## config.mk

```make
export PLATFORM = sky130hd
export DESIGN_NAME = dsp_fir_stream_engine
export DESIGN_NICKNAME = d
export VERILOG_FILES = /design/src/rtl/dsp_fir_stream_engine.sv
export SDC_FILE = /design/constraint.sdc
export NUM_CORES = 1
export LEC_CHECK = 0
export BUFFER_PORTS_ARGS = -buffer_cell sky130_fd_sc_hd__buf_2
export CORE_ASPECT_RATIO = 1.2
export CORE_MARGIN = 5
export CORE_UTILIZATION = 35
export CTS_CLUSTER_SIZE = 28
export DETAILED_ROUTE_END_ITERATION = 7
export PLACE_DENSITY = 0.53
export SLEW_MARGIN = 30
export SYNTH_ARGS = -nofsm -noshare
export SYNTH_HDL_FRONTEND = slang
export SYNTH_SLANG_ARGS = --single-unit
```

## constraint.sdc

```tcl
create_clock -name clk -period 25.6 [get_ports clk]
set_input_delay 2.56 -clock clk [delete_from_list [all_inputs] [get_ports clk]]
set_output_delay 2.56 -clock clk [all_outputs]
set_load 0.03 [all_outputs]
```

## src/rtl/dsp_fir_stream_engine.sv

```systemverilog
// Streaming signed FIR/MAC engine: one MAC per cycle over TAPS taps, with a
// runtime-loadable coefficient bank, bypass mode, round/saturate, and statistics counters.
module dsp_fir_stream_engine #(
  parameter int DATA_W  = 8,
  parameter int COEFF_W = 8,
  parameter int TAPS    = 16,
  parameter int SHIFT   = 0,
  parameter int ACC_W   = DATA_W + COEFF_W + $clog2(TAPS)
) (
  input  logic                      clk,
  input  logic                      rst,
  input  logic                      mode,
  input  logic                      flush,
  input  logic                      coef_we,
  input  logic [$clog2(TAPS)-1:0]   coef_addr,
  input  logic signed [COEFF_W-1:0] coef_data,
  output logic                      coef_err,
  input  logic                      s_valid,
  output logic                      s_ready,
  input  logic signed [DATA_W-1:0]  s_data,
  output logic                      m_valid,
  input  logic                      m_ready,
  output logic signed [DATA_W-1:0]  m_data,
  output logic                      m_sat,
  output logic                      busy,
  output logic [31:0]               sample_count,
  output logic [31:0]               sat_count
);
  // state | meaning
  // IDLE  | ready for a sample, coefficient writes and flush
  // MAC   | one tap per cycle, final result registered on the last tap
  // OUT   | result held on m_data until m_ready
  typedef enum logic [1:0] {IDLE, MAC, OUT} state_t;

  localparam int TW = $clog2(TAPS);
  localparam logic [TW-1:0] LAST_TAP = TW'(TAPS - 1);
  localparam logic signed [ACC_W:0] RND   = (ACC_W+1)'((1 << SHIFT) >> 1);
  localparam logic signed [ACC_W:0] MAX_V = (ACC_W+1)'((1 << (DATA_W-1)) - 1);
  localparam logic signed [ACC_W:0] MIN_V = (ACC_W+1)'(-(1 << (DATA_W-1)));

  state_t state, state_nx;
  logic signed [DATA_W-1:0]  delay [TAPS];
  logic signed [COEFF_W-1:0] coeff [TAPS];
  logic signed [ACC_W-1:0]   acc, d_ext, c_ext, prod, acc_sum;
  logic signed [ACC_W:0]     rnd, shr;
  logic signed [DATA_W-1:0]  res_data;
  logic                      res_sat;
  logic [TW-1:0]             tap;
  logic                      accept;

  assign s_ready = (state == IDLE) && !rst;
  assign accept  = s_valid && s_ready;
  assign m_valid = (state == OUT);
  assign busy    = (state != IDLE);

  // The last tap's product is folded in combinationally so the result
  // register loads on the same edge that closes the MAC phase.
  always_comb begin
    d_ext    = {{(ACC_W-DATA_W){delay[tap][DATA_W-1]}}, delay[tap]};
    c_ext    = {{(ACC_W-COEFF_W){coeff[tap][COEFF_W-1]}}, coeff[tap]};
    prod     = d_ext * c_ext;
    acc_sum  = acc + prod;
    rnd      = {acc_sum[ACC_W-1], acc_sum} + RND;
    shr      = rnd >>> SHIFT;
    res_data = shr[DATA_W-1:0];
    res_sat  = 1'b0;
    if (shr > MAX_V) begin
      res_data = MAX_V[DATA_W-1:0];
      res_sat  = 1'b1;
    end else if (shr < MIN_V) begin
      res_data = MIN_V[DATA_W-1:0];
      res_sat  = 1'b1;
    end
  end

  always_comb begin
    state_nx = state;
    case (state)
      IDLE:    if (accept) state_nx = mode ? OUT : MAC;
      MAC:     if (tap == LAST_TAP) state_nx = OUT;
      OUT:     if (m_ready) state_nx = IDLE;
      default: state_nx = IDLE;
    endcase
  end

  always_ff @(posedge clk or posedge rst) begin
    if (rst) begin
      state        <= IDLE;
      acc          <= '0;
      tap          <= '0;
      m_data       <= '0;
      m_sat        <= 1'b0;
      coef_err     <= 1'b0;
      sample_count <= '0;
      sat_count    <= '0;
      for (int k = 0; k < TAPS; k++) begin
        delay[k] <= '0;
        coeff[k] <= '0;
      end
    end else begin
      state    <= state_nx;
      coef_err <= coef_we && (state != IDLE);
      if (coef_we && state == IDLE) coeff[coef_addr] <= coef_data;
      case (state)
        IDLE: begin
          if (accept) begin
            for (int k = 1; k < TAPS; k++) delay[k] <= flush ? '0 : delay[k-1];
            delay[0] <= s_data;
            acc      <= '0;
            tap      <= '0;
            if (mode) begin
              m_data <= s_data;
              m_sat  <= 1'b0;
            end
          end else if (flush) begin
            for (int k = 0; k < TAPS; k++) delay[k] <= '0;
          end
        end
        MAC: begin
          acc <= acc_sum;
          tap <= tap + 1'b1;
          if (tap == LAST_TAP) begin
            m_data <= res_data;
            m_sat  <= res_sat;
          end
        end
        OUT: begin
          if (m_ready) begin
            sample_count <= sample_count + 32'd1;
            if (m_sat) sat_count <= sat_count + 32'd1;
          end
        end
        default: ;
      endcase
    end
  end
endmodule
```

Word-level counts from Yosys, hierarchy flattened
Cells that the tools add are included.

Multipliers: 1. Mux-type cells: 47. Bitwise gates (word level): 2. Eq/ne operators: 7. Add/subtract/negate cells: 4. Order comparisons: 5. Reduce and logical (&&, ||, !) cells: 16.

Operators by type and width (number): $mux 128 (2); $mux 8 (25); $bwmux 128 (1); $add 32x1->32 const B (2); $bmux 8 s4 (2); $pmux 20 s2 (1); $demux 8 s4 (1); $add 20x16->20 (1); $gt 20x8->1 const B (1); $lt 20x8->1 const B (1); $mux 20 (1); $mul 8x8->16 (1); $pmux 8 s2 (1); $ge 5x5->1 const B (2); $not 4->5 (2); $mux 2 (4); $pmux 4 s2 (1); $ne 2x2->1 const B (3); $pmux 2 s3 (1); $reduce_and 2->1 (3); $reduce_and 3->1 (2); $reduce_bool 2->1 (3); $logic_and 1x1->1 (5); $lt 5x1->1 const B (1); other kinds (11) (15).

Bits of input ports: 27. Output and inout bits: 77. Logic and storage cells: 122. Flip-flop bits (word level): 356.

Longest topological paths before layout
Gate-level depths: netlist of run 1.

Depth in word-level cells: 11. Depth in mapped cells: 28. Depth with buffers taken out: 25.

Worst setup path after synthesis of run 1
No wires, ideal clock.

Kind: input to register. Start point: input rst. End point: register delay[10] in the netlist's numbering. Arrival: 11648 ps. Cell stages on the path: 7. Required time: 25479 ps. Path buffers: 3. Path slack: 13831 ps. Setup time: 121 ps. Cells stage by stage: inv_1 and3_1 clkbuf_1 a21oi_1 clkbuf_1 clkbuf_1 a22o_1.

Longest elaborated chain between the ends: 5. Elaborated cells between the ends (all ways): 6. Those cells by class: mux (1); reduce/logical (5).

Ends and longest elaborated chain: from (decl) (line 11) `input logic rst,`; $logic_not 1->1 (no line) *; $logic_and 1x1->1 * (line 51) `assign s_ready = (state == IDLE) && !rst;`; $logic_and 1x1->1 * (line 52) `assign accept = s_valid && s_ready;`; $reduce_bool 2->1 (no line); $reduce_and 2->1 (no line); to (decl) (line 42) `logic signed [DATA_W-1:0] delay [TAPS];`.

Mark *: on every way between the ends. The rest lies on a longest branch, timed or not. A chain may end at the register's enable or synchronous reset.

Final worst setup path of run 1
Start point: register tap[0]. End point: register m_data[1].

Longest elaborated chain between the ends: 11. Elaborated cells between the ends (all ways): 18. Those cells by class: add/sub (1); mul (1); order compare (2); eq/ne (2); mux (10); bitwise (1); reduce/logical (1).

Ends and longest elaborated chain: from (decl) (line 48) `logic [TW-1:0] tap;`; from (signal assigned) (line 121) `tap <= tap + 1'b1;`; $not 4->5 (implied by the code) (line 59, 60); $bmux 8 s4, on equally long branches (line 59, 60); $mux 8, on equally long branches (2 in a row) (line 59, 60); $mul 8x8->16 (line 61) `prod = d_ext * c_ext;`; $add 20x16->20 (line 62) `acc_sum = acc + prod;`; $lt 20x8->1 (line 70) `end else if (shr < MIN_V) begin`; $mux 8 (line 70); $mux 8 (line 67) `if (shr > MAX_V) begin`; $mux 8 (line 122) `if (tap == LAST_TAP) begin`; $pmux 8 s2 (line 104) `case (state)`; to (signal assigned) (line 112) `m_data <= s_data;`; to (signal assigned) (line 123) `m_data <= res_data;`; to (decl) (line 23) `output logic signed [DATA_W-1:0] m_data,`.

Several ways; a longest one is shown, not always the timed one. The select of a mux whose other input is x is not followed.

==> results of run 1 <==
-- critical path, delay by kind of cell (launching register included) --
kind	cells	cell delay [ps]
AOI/OAI and AO/OA	7	1550
DFF	1	980
adders and majority gates	6	2840
and+or+nand+nor	4	1810
muxes	2	430
buffers and inverters	3	860
-- layout make-up --
class	count	area, um^2	share of cell area
Multi-Input combinational cell	1079	9840	0.446
Sequential cell	356	8910	0.404
Clock buffer	53	1120	0.0508
Tap cell	720	901	0.0408
Timing Repair Buffer	120	703	0.0319
Inverter	86	335	0.0152
Clock inverter	19	244	0.0111
Antenna cell	1	2.50	0.000113
-- Yosys cell counts (7+ instances only) --
cell / instances / area share
nor2_1: 51 / 0.0099
mux2i_1: 55 / 0.028
nand2b_1: 7 / 0.0023
mux2_2: 142 / 0.082
a22o_1: 129 / 0.058
nand4_1: 16 / 0.0052
a22oi_1: 16 / 0.0062
dfrtp_1: 356 / 0.46
a21oi_1: 41 / 0.011
and2_1: 46 / 0.015
xnor2_1: 57 / 0.026
ha_1: 49 / 0.032
nand3_1: 33 / 0.0085
and3_1: 18 / 0.0058
fa_1: 88 / 0.091
clkbuf_1: 64 / 0.012
buf_2: 12 / 0.0031
a221oi_1: 16 / 0.0072
mux4_2: 32 / 0.037
inv_1: 86 / 0.017
xor2_1: 22 / 0.0099
o21ai_0: 55 / 0.014
nand2_1: 136 / 0.026
-- kinds of logic after synthesis --
group,count (synthesis)
compound gates,292
xor+xnor,80
fa+ha+maj,137
buf+inv,169
flops,356
mux,229
simple gates,341
-- sequential cells by signal, summed over array words and instances, names as in the netlist --
register,cells
m_sat,1
delay,128
m_data,8
state,2
tap,4
coeff,128
coef_err,1
sat_count,32
sample_count,32
acc,20
-- per-layer routing --
layer	share of wire	routed length (um)
met5	0.00031	15
met2	0.48	23500
met1	0.45	21600
met4	0.028	1350
met3	0.041	1980
-- final timing paths --
path,start,endpoint,slack [ps],depth (start not counted)
max,tap[0]$_DFFE_PP0P_,m_data[1]$_DFFE_PP0P_,17040,22
min reg2reg,sat_count[31]$_DFFE_PP0P_,sat_count[31]$_DFFE_PP0P_,470,1
min in group asynchronous,rst,sample_count[3]$_DFFE_PP0P_,2100,2
min,sat_count[31]$_DFFE_PP0P_,sat_count[31]$_DFFE_PP0P_,470,1
max in group asynchronous,rst,tap[0]$_DFFE_PP0P_,21160,5
max reg2reg,tap[0]$_DFFE_PP0P_,m_data[1]$_DFFE_PP0P_,17040,22
-- per-stage QoR --
stage / area, um^2 / setup WS [ps]
detailed placement: 20600 / 16680
floorplan: 19400 / 13150
CTS: 22000 / 16670
finish: 22100 / 17040
global placement: 20600 / 16820
global route: 22100 / 16440
==> metrics.md, run 1 <==
| Metric | Value |
|---|---|
| Critical Path AT | `9040 ps` |
| Synth Area in Compound Gates | `0.111` |
| Final TNS setup | `0 ps` |
| Horiz. Die Dim | `225 um` |
| Clock transition at path regs | `60 ps` |
| Routed length per instance | `19.9 um` |
| Met3 GRT Util | `0.0299` |
| Vias | `12,800` |
| CTS tree | `yes` |
| Post-CTS Setup Bufs | `0` |
| Unique masters post-synth | `66` |
| Core area | `0.0549 mm^2` |
| Starting Density | `0.353` |
| CP Max Fanout | `55` |
| Busiest grt layer | `met2` |
| Clock buffer depth | `3` |
| Largest net degree at the start of global routing | `175` |
| Total of warnings raised by yosys | `0` |
| Final WL | `48.5 mm` |
| Most frequent cells in the layout | `dfrtp_1 (354), mux2_2 (142), nand2_1 (136), a22o_1 (129), buf_2 (103)` |
| Worst-margin pin slew | `910 ps` |
| Die Height | `268 um` |
| Post-synthesis simple-gate area fraction | `0.0870` |
| WS Path Type | `register to register` |
| Antenna violations before repair | `1` |
| Top achievable clock speed | `117 MHz` |
| CTS H-tree depth | `2` |
| Tcrit/Tclk final | `0.334` |
| Max cap viols | `0` |
| Fin Hold WS | `472 ps` |
| Seq/Total Area, Yosys | `0.459` |
| Global-route met1 utilization | `0.217` |
| Hpwl dp | `32.7 mm` |
| Post-Layout Cell Count | `2,434` |
| HP Class | `register to register` |
| RSZ-0062 raised after global routing | `false` |
| Largest family of logic cells by synthesized area | `multiplexers` |
| Nets | `1,847` |
| Clock latency on the worst-skew pair | `560 ps` |
| CP Cell Sequence | `buf_6, mux2i_1, a221oi_1, a22oi_1, nand2_1, and2_1, inv_1, fa_1, inv_1, fa_1, fa_1, fa_1, fa_1, ha_1, o211a_1, a21o_2, a211oi_4, mux2i_1, or3b_2, nor4_4, o21ai_0, a21oi_1` |
| Synthesized area | `0.0194 mm^2` |
| Critical-path top delay cell | `dfrtp_4` |
| Placed cells | `2,359` |
| Syn nets | `1,768` |
| Crit end category | `register` |
| CTS Sinks | `356` |
| Global-route met2 utilization | `0.265` |
| GP Congestion | `0.819` |
| Die footprint | `0.0603 mm^2` |
| Main flop type after synthesis | `dfrtp_1` |
| Ports | `104` |
| Synth Register Bits | `356` |
| Mux share of post-synthesis cell area | `0.148` |
| Most common cell after layout, fill and taps aside | `dfrtp_1` |
| Syn Inst Count | `1,604` |
| Vias per cell | `5.24` |
| Fin. max-slew vios | `0` |
| Fill cell count | `5,208` |
| Post-route antenna net violation count | `0` |
| Final core occ | `0.402` |
| Async SR Flop Fraction | `1.00` |
| First-pass GRT wire length | `77.0 mm` |
| Rel. slew slack | `0.393` |
| Residual DRC | `0` |
| Vias in the first global route | `13,300` |
| Pre-Repair DR Iteration Count | `5` |
| Cts hold-fix bufs | `0` |
| Root Buffer | `clkbuf_16` |
| Syn Area/Cell | `12.1 um^2` |
| CTS Buf Count | `40` |
| Starting DRT DRC Count | `829` |
| Row count | `94` |
| Worst-case clock skew | `39.6 ps` |
| # resized after CTS | `0` |
| Port bufs | `103` |
| Status | `finished, final reports clean` |
| Post-synthesis adder-cell area fraction | `0.122` |
| Global Route Usage Sum | `0.160` |
| Syn-to-layout area delta | `13.6%` |
| Total congestion overflow | `0` |
| Fin crit period | `8560 ps` |
| Most used cell along the critical path | `fa_1` |
| CP max stage delay | `980 ps` |
| Hold Violations, Final | `0` |
| Worst path required time | `26,080 ps` |
| CP Launch Type | `register` |
| Post-synth EDFFs | `0` |
| Final Setup Violations | `0` |
| Layout cells sized above 1 | `0.224` |
| Synth Area in XOR/XNOR | `0.0371` |
Power of run 1 is left out: the tool's default activity adds up to more than one toggle a clock period on the data nets, which glitch-free logic cannot reach.
==> run 2: changes to the inputs <==
--- a/config.mk
+++ b/config.mk
@@ -5,13 +5,14 @@
 export SDC_FILE = /design/constraint.sdc
 export NUM_CORES = 1
 export LEC_CHECK = 0
+export ABC_AREA = 1
 export BUFFER_PORTS_ARGS = -buffer_cell sky130_fd_sc_hd__buf_2
 export CORE_ASPECT_RATIO = 1.2
 export CORE_MARGIN = 5
 export CORE_UTILIZATION = 35
 export CTS_CLUSTER_SIZE = 28
 export DETAILED_ROUTE_END_ITERATION = 7
-export PLACE_DENSITY = 0.53
+export PLACE_DENSITY = 0.54
 export SLEW_MARGIN = 30
 export SYNTH_ARGS = -nofsm -noshare
 export SYNTH_HDL_FRONTEND = slang
==> constraint.sdc (replaced) <==
create_clock -name clk -period 7.1 [get_ports clk]
set_input_delay 0.71 -clock clk [delete_from_list [all_inputs] [get_ports clk]]
set_output_delay 0.71 -clock clk [all_outputs]
set_load 0.03 [all_outputs]
==> run 2 against run 1 <==
Wire length is 11% higher; utilization rose by 0.45 points; register-to-register slack worse by 17000 ps; synthesized cell count increased by 46%; die area increased by 2.3%; clock skew fell by 14 ps; synthesized area up 2.4%.
==> metrics.md, run 2 <==
| Metric | Value |
|---|---|
| HP Class | `input port to async pin` |
| WS Path Type | `register to register` |
| Root Buffer | `clkbuf_16` |
| Cts hold-fix bufs | `0` |
| Fin crit period | `6660 ps` |
| Post-Layout Cell Count | `3,181` |
| Synth top area share | `0.448` |
| Fin. max-slew vios | `0` |
| Starting DRT DRC Count | `1,329` |
| Die Height | `271 um` |
| Main flop type after synthesis | `dfrtp_1` |
| Vias in the first global route | `16,000` |
| Total congestion overflow | `0` |
| R2R setup slack | `440 ps` |
| Hpwl dp | `37.5 mm` |
| Seq/Total Area, Yosys | `0.448` |
| Synthesized area | `0.0199 mm^2` |
| CTS tree | `yes` |
| Clock transition at path regs | `60 ps` |
| Vias per cell | `5.03` |
| Syn Area/Cell | `8.49 um^2` |
| Residual DRC | `0` |
| Fill cell count | `5,607` |
| Final Setup Violations | `0` |
| Global Route Usage Sum | `0.175` |
| Critical Path AT | `7120 ps` |
| Total of warnings raised by yosys | `0` |
| Post-CTS Setup Bufs | `0` |
| CTS Sinks | `356` |
| Worst path required time | `7550 ps` |
| Post-route antenna net violation count | `0` |
| CP Max Fanout | `32` |
| Pre-Repair DR Iteration Count | `5` |
| Rel. slew slack | `0.420` |
| Clock latency on the worst-skew pair | `570 ps` |
| Count leader, synth | `nand2_1` |
| Unique masters post-synth | `40` |
| Die footprint | `0.0616 mm^2` |
| CP Launch Type | `register` |
| Crit end category | `register` |
| Critical-path top delay cell | `fa_1` |
| Vias | `16,000` |
| Largest area contributor in the netlist | `dfrtp_1` |
| Final WL | `53.9 mm` |
| Routed length per instance | `16.9 um` |
| Synth area leaders | `dfrtp_1 (45%), nand2_1 (9.3%), fa_1 (8.9%), inv_1 (6.8%), o21ai_0 (6.5%)` |
| Biggest regs | `coeff: 128 flops, delay: 128 flops` |
| Largest net degree at the start of global routing | `147` |
| Row count | `95` |
| Tcrit/Tclk final | `0.939` |
| Worst-case clock skew | `25.5 ps` |
| Worst-margin pin slew | `871 ps` |
| Synth cell count leaders | `nand2_1 (490), inv_1 (362), dfrtp_1 (356), o21ai_0 (257), nor2_1 (142)` |
| First-pass GRT wire length | `88.4 mm` |
| Layout cells sized above 1 | `0.105` |
| Hold Violations, Final | `0` |
| Syn-to-layout area delta | `14.7%` |
| Post-synth EDFFs | `0` |
| GP Congestion | `0.862` |
| Syn nets | `2,505` |
| Async SR Flop Fraction | `1.00` |
| CTS Buf Count | `41` |
| Clock buffer depth | `3` |
| # resized after CTS | `0` |
| Synth Register Bits | `356` |
| Horiz. Die Dim | `227 um` |
| Most common cell after layout, fill and taps aside | `nand2_1` |
| Ports | `104` |
| Core area | `0.0561 mm^2` |
| Most used cell along the critical path | `nand2_1` |
| CP max stage delay | `540 ps` |
| Antenna violations before repair | `0` |
| Port bufs | `103` |
| Starting Density | `0.354` |
| Max cap viols | `0` |
| Status | `finished, final reports clean` |
| Nets | `2,587` |
| Syn Inst Count | `2,341` |
| Placed cells | `3,104` |
| Top achievable clock speed | `150 MHz` |
| # diodes | `0` |
| CTS H-tree depth | `2` |
| Most frequent cells in the layout | `nand2_1 (483), inv_1 (358), dfrtp_1 (355), o21ai_0 (254), nor2_1 (140)` |
[run 2: cell count changes in the layout (fill, tap and decap cells not counted), moves of 91 or more]
cell / before / now
a22o_1: 129 / 6
inv_1: 85 / 358
mux2_2: 142 / 0
nand2_1: 136 / 483
nor2_1: 49 / 140
o21ai_0: 55 / 254
o22ai_1: 1 / 136
[run 2: cell type report]
class                      count  area, um^2  share of cell area
clock buffer                  63        1220              0.0536
inverter                     367        1390              0.0611
multi-input combinational   1512        9230               0.405
tap                          727         910              0.0399
sequential                   356        8910               0.391
clock inverter                11         140             0.00615
timing repair buffer         145         975              0.0428
[run 2: cell families after synthesis]
logic type | count (synthesis) | synth area share
xor gates and xnor gates | 64 | 0.0282
DFF | 356 | 0.448
AOI/OAI and AO/OA | 514 | 0.144
buffers and inverters | 473 | 0.0903
and+or+nand+nor | 797 | 0.170
adders and majority gates | 137 | 0.120
[run 2: final timing paths]
path                                                 from                         to  cells past startpoint
max in group asynchronous                             rst      delay[29]$_DFFE_PP0P_                      4
worst max register to register         tap[0]$_DFFE_PP0P_      m_data[2]$_DFFE_PP0P_                     29
worst min register to register  sat_count[31]$_DFFE_PP0P_  sat_count[31]$_DFFE_PP0P_                      1
worst min-delay path                                  rst         acc[2]$_DFFE_PP0P_                      2
min in group clk                                  coef_we         coef_err$_DFF_PP0_                      3
worst max-delay path                   tap[0]$_DFFE_PP0P_      m_data[2]$_DFFE_PP0P_                     29
[run 2: through the flow]
| step | setup WS, ps | instance area, um^2 | setup TNS (ps) | util | hold WS [ps] |
|---|---|---|---|---|---|
| floorplan | 1070 | 19900 | 0 | - | 448 |
| global placement | 247 | 21200 | 0 | 0.379 | 454 |
| detailed placement | 254 | 21300 | 0 | 0.380 | 458 |
| CTS | 175 | 22700 | 0 | 0.404 | 349 |
| global route | -4.80 | 22800 | -4.80 | 0.406 | 185 |
| finish | 436 | 22800 | 0 | 0.406 | 182 |
[run 2: critical path, delay by kind of cell, from the launching register on]
kind            cells  cell delay, ps
compound gates      3             640
fa+ha+maj           6            2630
simple gates       15            1860
flops               1             500
buf+inv             5             880
[run 2: layer usage]
layer | GRT usage | wire length [um] | vias to the layer above
li1 | - | - | 7757
met1 | 0.247 | 24900 | 7831
met3 | 0.0227 | 2100 | 75
met5 | 0 | 0 | -
met4 | 0.0425 | 1160 | 0
met2 | 0.288 | 25700 | 334
Power of run 2 is left out for the same reason.
==> run 3: changes to the inputs <==
--- a/config.mk
+++ b/config.mk
@@ -5,14 +5,13 @@
 export SDC_FILE = /design/constraint.sdc
 export NUM_CORES = 1
 export LEC_CHECK = 0
-export ABC_AREA = 1
 export BUFFER_PORTS_ARGS = -buffer_cell sky130_fd_sc_hd__buf_2
 export CORE_ASPECT_RATIO = 1.2
 export CORE_MARGIN = 5
-export CORE_UTILIZATION = 35
+export CORE_UTILIZATION = 55
 export CTS_CLUSTER_SIZE = 28
 export DETAILED_ROUTE_END_ITERATION = 7
-export PLACE_DENSITY = 0.54
+export PLACE_DENSITY = 0.78
 export SLEW_MARGIN = 30
 export SYNTH_ARGS = -nofsm -noshare
 export SYNTH_HDL_FRONTEND = slang
==> run 3 against run 2 <==
Sequential cell count did not move; sequential share of layout area rose by 0.20 points; setup slack got worse by 380 ps; critical path depth fell by 2; final area fell by 0.52%; non-clock buffer count rose by 43; utilization rose by 24 points; largest cell class unchanged; die area fell by 36%; wire length fell by 12%; first-iteration DRC count fell by 30%; count of clock-buffer cells in the layout fell by 11.
==> metrics.md, run 3 (synthesis gave the netlist of run 1 again) <==
| Metric | Value |
|---|---|
| Status | `finished, final reports clean` |
| Delay-heaviest family, CP | `adder cells` |
| CTS tree | `yes` |
| Ports | `104` |
| Critical-path top delay cell | `fa_1` |
| Vias in the first global route | `14,000` |
| Nets | `1,912` |
| Die footprint | `0.0392 mm^2` |
| Clock buffer depth | `3` |
| Vias per cell | `6.06` |
| WS Path Type | `register to register` |
| Post-route antenna net violation count | `0` |
| Routed length per instance | `21.1 um` |
| Core area | `0.0349 mm^2` |
| CP Launch Type | `register` |
| CP max stage delay | `590 ps` |
| Syn-to-layout area delta | `16.8%` |
| Worst-margin pin slew | `890 ps` |
| Final core occ | `0.649` |
| Final WL | `47.2 mm` |
| Placed Instance Area | `0.0206 mm^2` |
| Most common cell after layout, fill and taps aside | `dfrtp_1` |
| Final TNS setup | `0 ps` |
| Clock transition at path regs | `60 ps` |
| # diodes | `0` |
| Total congestion overflow | `0` |
| Hold Violations, Final | `0` |
| Hpwl dp | `31.0 mm` |
| Top achievable clock speed | `142 MHz` |
| Pre-Repair DR Iteration Count | `5` |
| Fin. max-slew vios | `0` |
| CTS Buf Count | `37` |
| Critical Path AT | `7470 ps` |
| Crit end category | `register` |
| Clock latency on the worst-skew pair | `550 ps` |
| GP Congestion | `0.896` |
| Antenna violations before repair | `0` |
| CP Max Fanout | `10` |
| Placed cells | `2,134` |
| CTS H-tree depth | `2` |
| Worst path required time | `7520 ps` |
| Horiz. Die Dim | `181 um` |
| Port bufs | `103` |
| CTS Sinks | `356` |
| Tcrit/Tclk final | `0.992` |
| Largest net degree at the start of global routing | `183` |
| Final Setup Violations | `0` |
| First-pass GRT wire length | `74.9 mm` |
| HP Class | `input port to async pin` |
| Cts hold-fix bufs | `0` |
| Max cap viols | `0` |
| Worst-case clock skew | `29.1 ps` |
| Row count | `75` |
| Final Cell Area | `0.0227 mm^2` |
| Rel. slew slack | `0.405` |
| Global Route Usage Sum | `0.233` |
| Root Buffer | `clkbuf_16` |
| Starting DRT DRC Count | `933` |
| Starting Density | `0.556` |
| Vias | `13,600` |
| Die Height | `216 um` |
| Fin crit period | `7050 ps` |
| Most used cell along the critical path | `fa_1` |
| Most frequent cells in the layout | `dfrtp_1 (355), mux2_2 (142), a22o_1 (129), nand2_1 (119), buf_2 (103)` |
| Residual DRC | `0` |
| Biggest regs | `coeff: 128 flops, delay: 128 flops` |
| Post-Layout Cell Count | `2,237` |
| Worst Path Buf+Inv | `7` |
| Layout cells sized above 1 | `0.288` |
run 3: cell types whose count changed in the layout (fill, tap and decap cells not counted), moves of 41 or more:
cell / delta
mux2i_1: +54
a22o_1: +123
o22ai_1: -135
o21ai_0: -218
a21oi_1: -53
nor2_1: -91
and2_1: +41
inv_1: -274
mux2_2: +142
nand3_1: -47
nand2_1: -364
run 3: path summary, 6_finish.rpt:
path                               startpoint                            to  slack [ps]  cells after the start
setup / recovery           tap[0]$_DFFE_PP0P_             m_sat$_DFFE_PP0P_          50                     27
hold / removal                            rst  sample_count[14]$_DFFE_PP0P_         210                      2
setup reg to reg           tap[0]$_DFFE_PP0P_             m_sat$_DFFE_PP0P_          50                     27
hold reg to reg            acc[4]$_DFFE_PP0P_            acc[4]$_DFFE_PP0P_         480                      2
max in group asynchronous                 rst         coeff[26]$_DFFE_PP0P_        4960                      5
min in group clk                    s_data[7]        delay[127]$_DFFE_PP0P_         410                      2
run 3: cell type report:
cell class	instances	area (um^2)
flip-flops and latches	356	8910
well taps	462	578
repair buffers	188	1440
clock inverters	14	173
clock buffers	52	1030
fillers	2531	12200
inverters	86	327
multi-input cells	1079	10200
run 3: worst register-to-register path, delay by kind of cell, from the launching register on:
family / cells / cell delay, ps
muxes: 2 / 600
adders and majority gates: 6 / 2670
buffers and inverters: 7 / 1040
DFF: 1 / 510
and+or+nand+nor: 4 / 740
AOI/OAI and AO/OA: 8 / 1360
run 3: repair_timing:
| item | CTS | global route |
|---|---|---|
| endpoints found under the setup margin | 7 | 10 |
| resized for setup | 10 | 96 |
| gates cloned | 2 | 2 |
| buffers inserted | 1 | 30 |
| pin swaps | 2 | 55 |
| hold endpoints to repair | 0 | 0 |
run 3: routing by layer:
| metal | global-route usage | up-vias | share of wire |
|---|---|---|---|
| met2 | 0.395 | 434 | 0.51 |
| li1 | - | 5981 | - |
| met1 | 0.306 | 7024 | 0.40 |
| met3 | 0.0370 | 127 | 0.049 |
| met4 | 0.0851 | 0 | 0.039 |
| met5 | 0 | - | 0 |
run 3: through the flow:
step	hold slack, ps	worst slack (ps)
detailed placement	467	-89.8
finish	210	54.3
floorplan	446	-376
global route	230	-195
CTS	391	3.72
global placement	456	62.1
Power of run 3 is left out for the same reason.
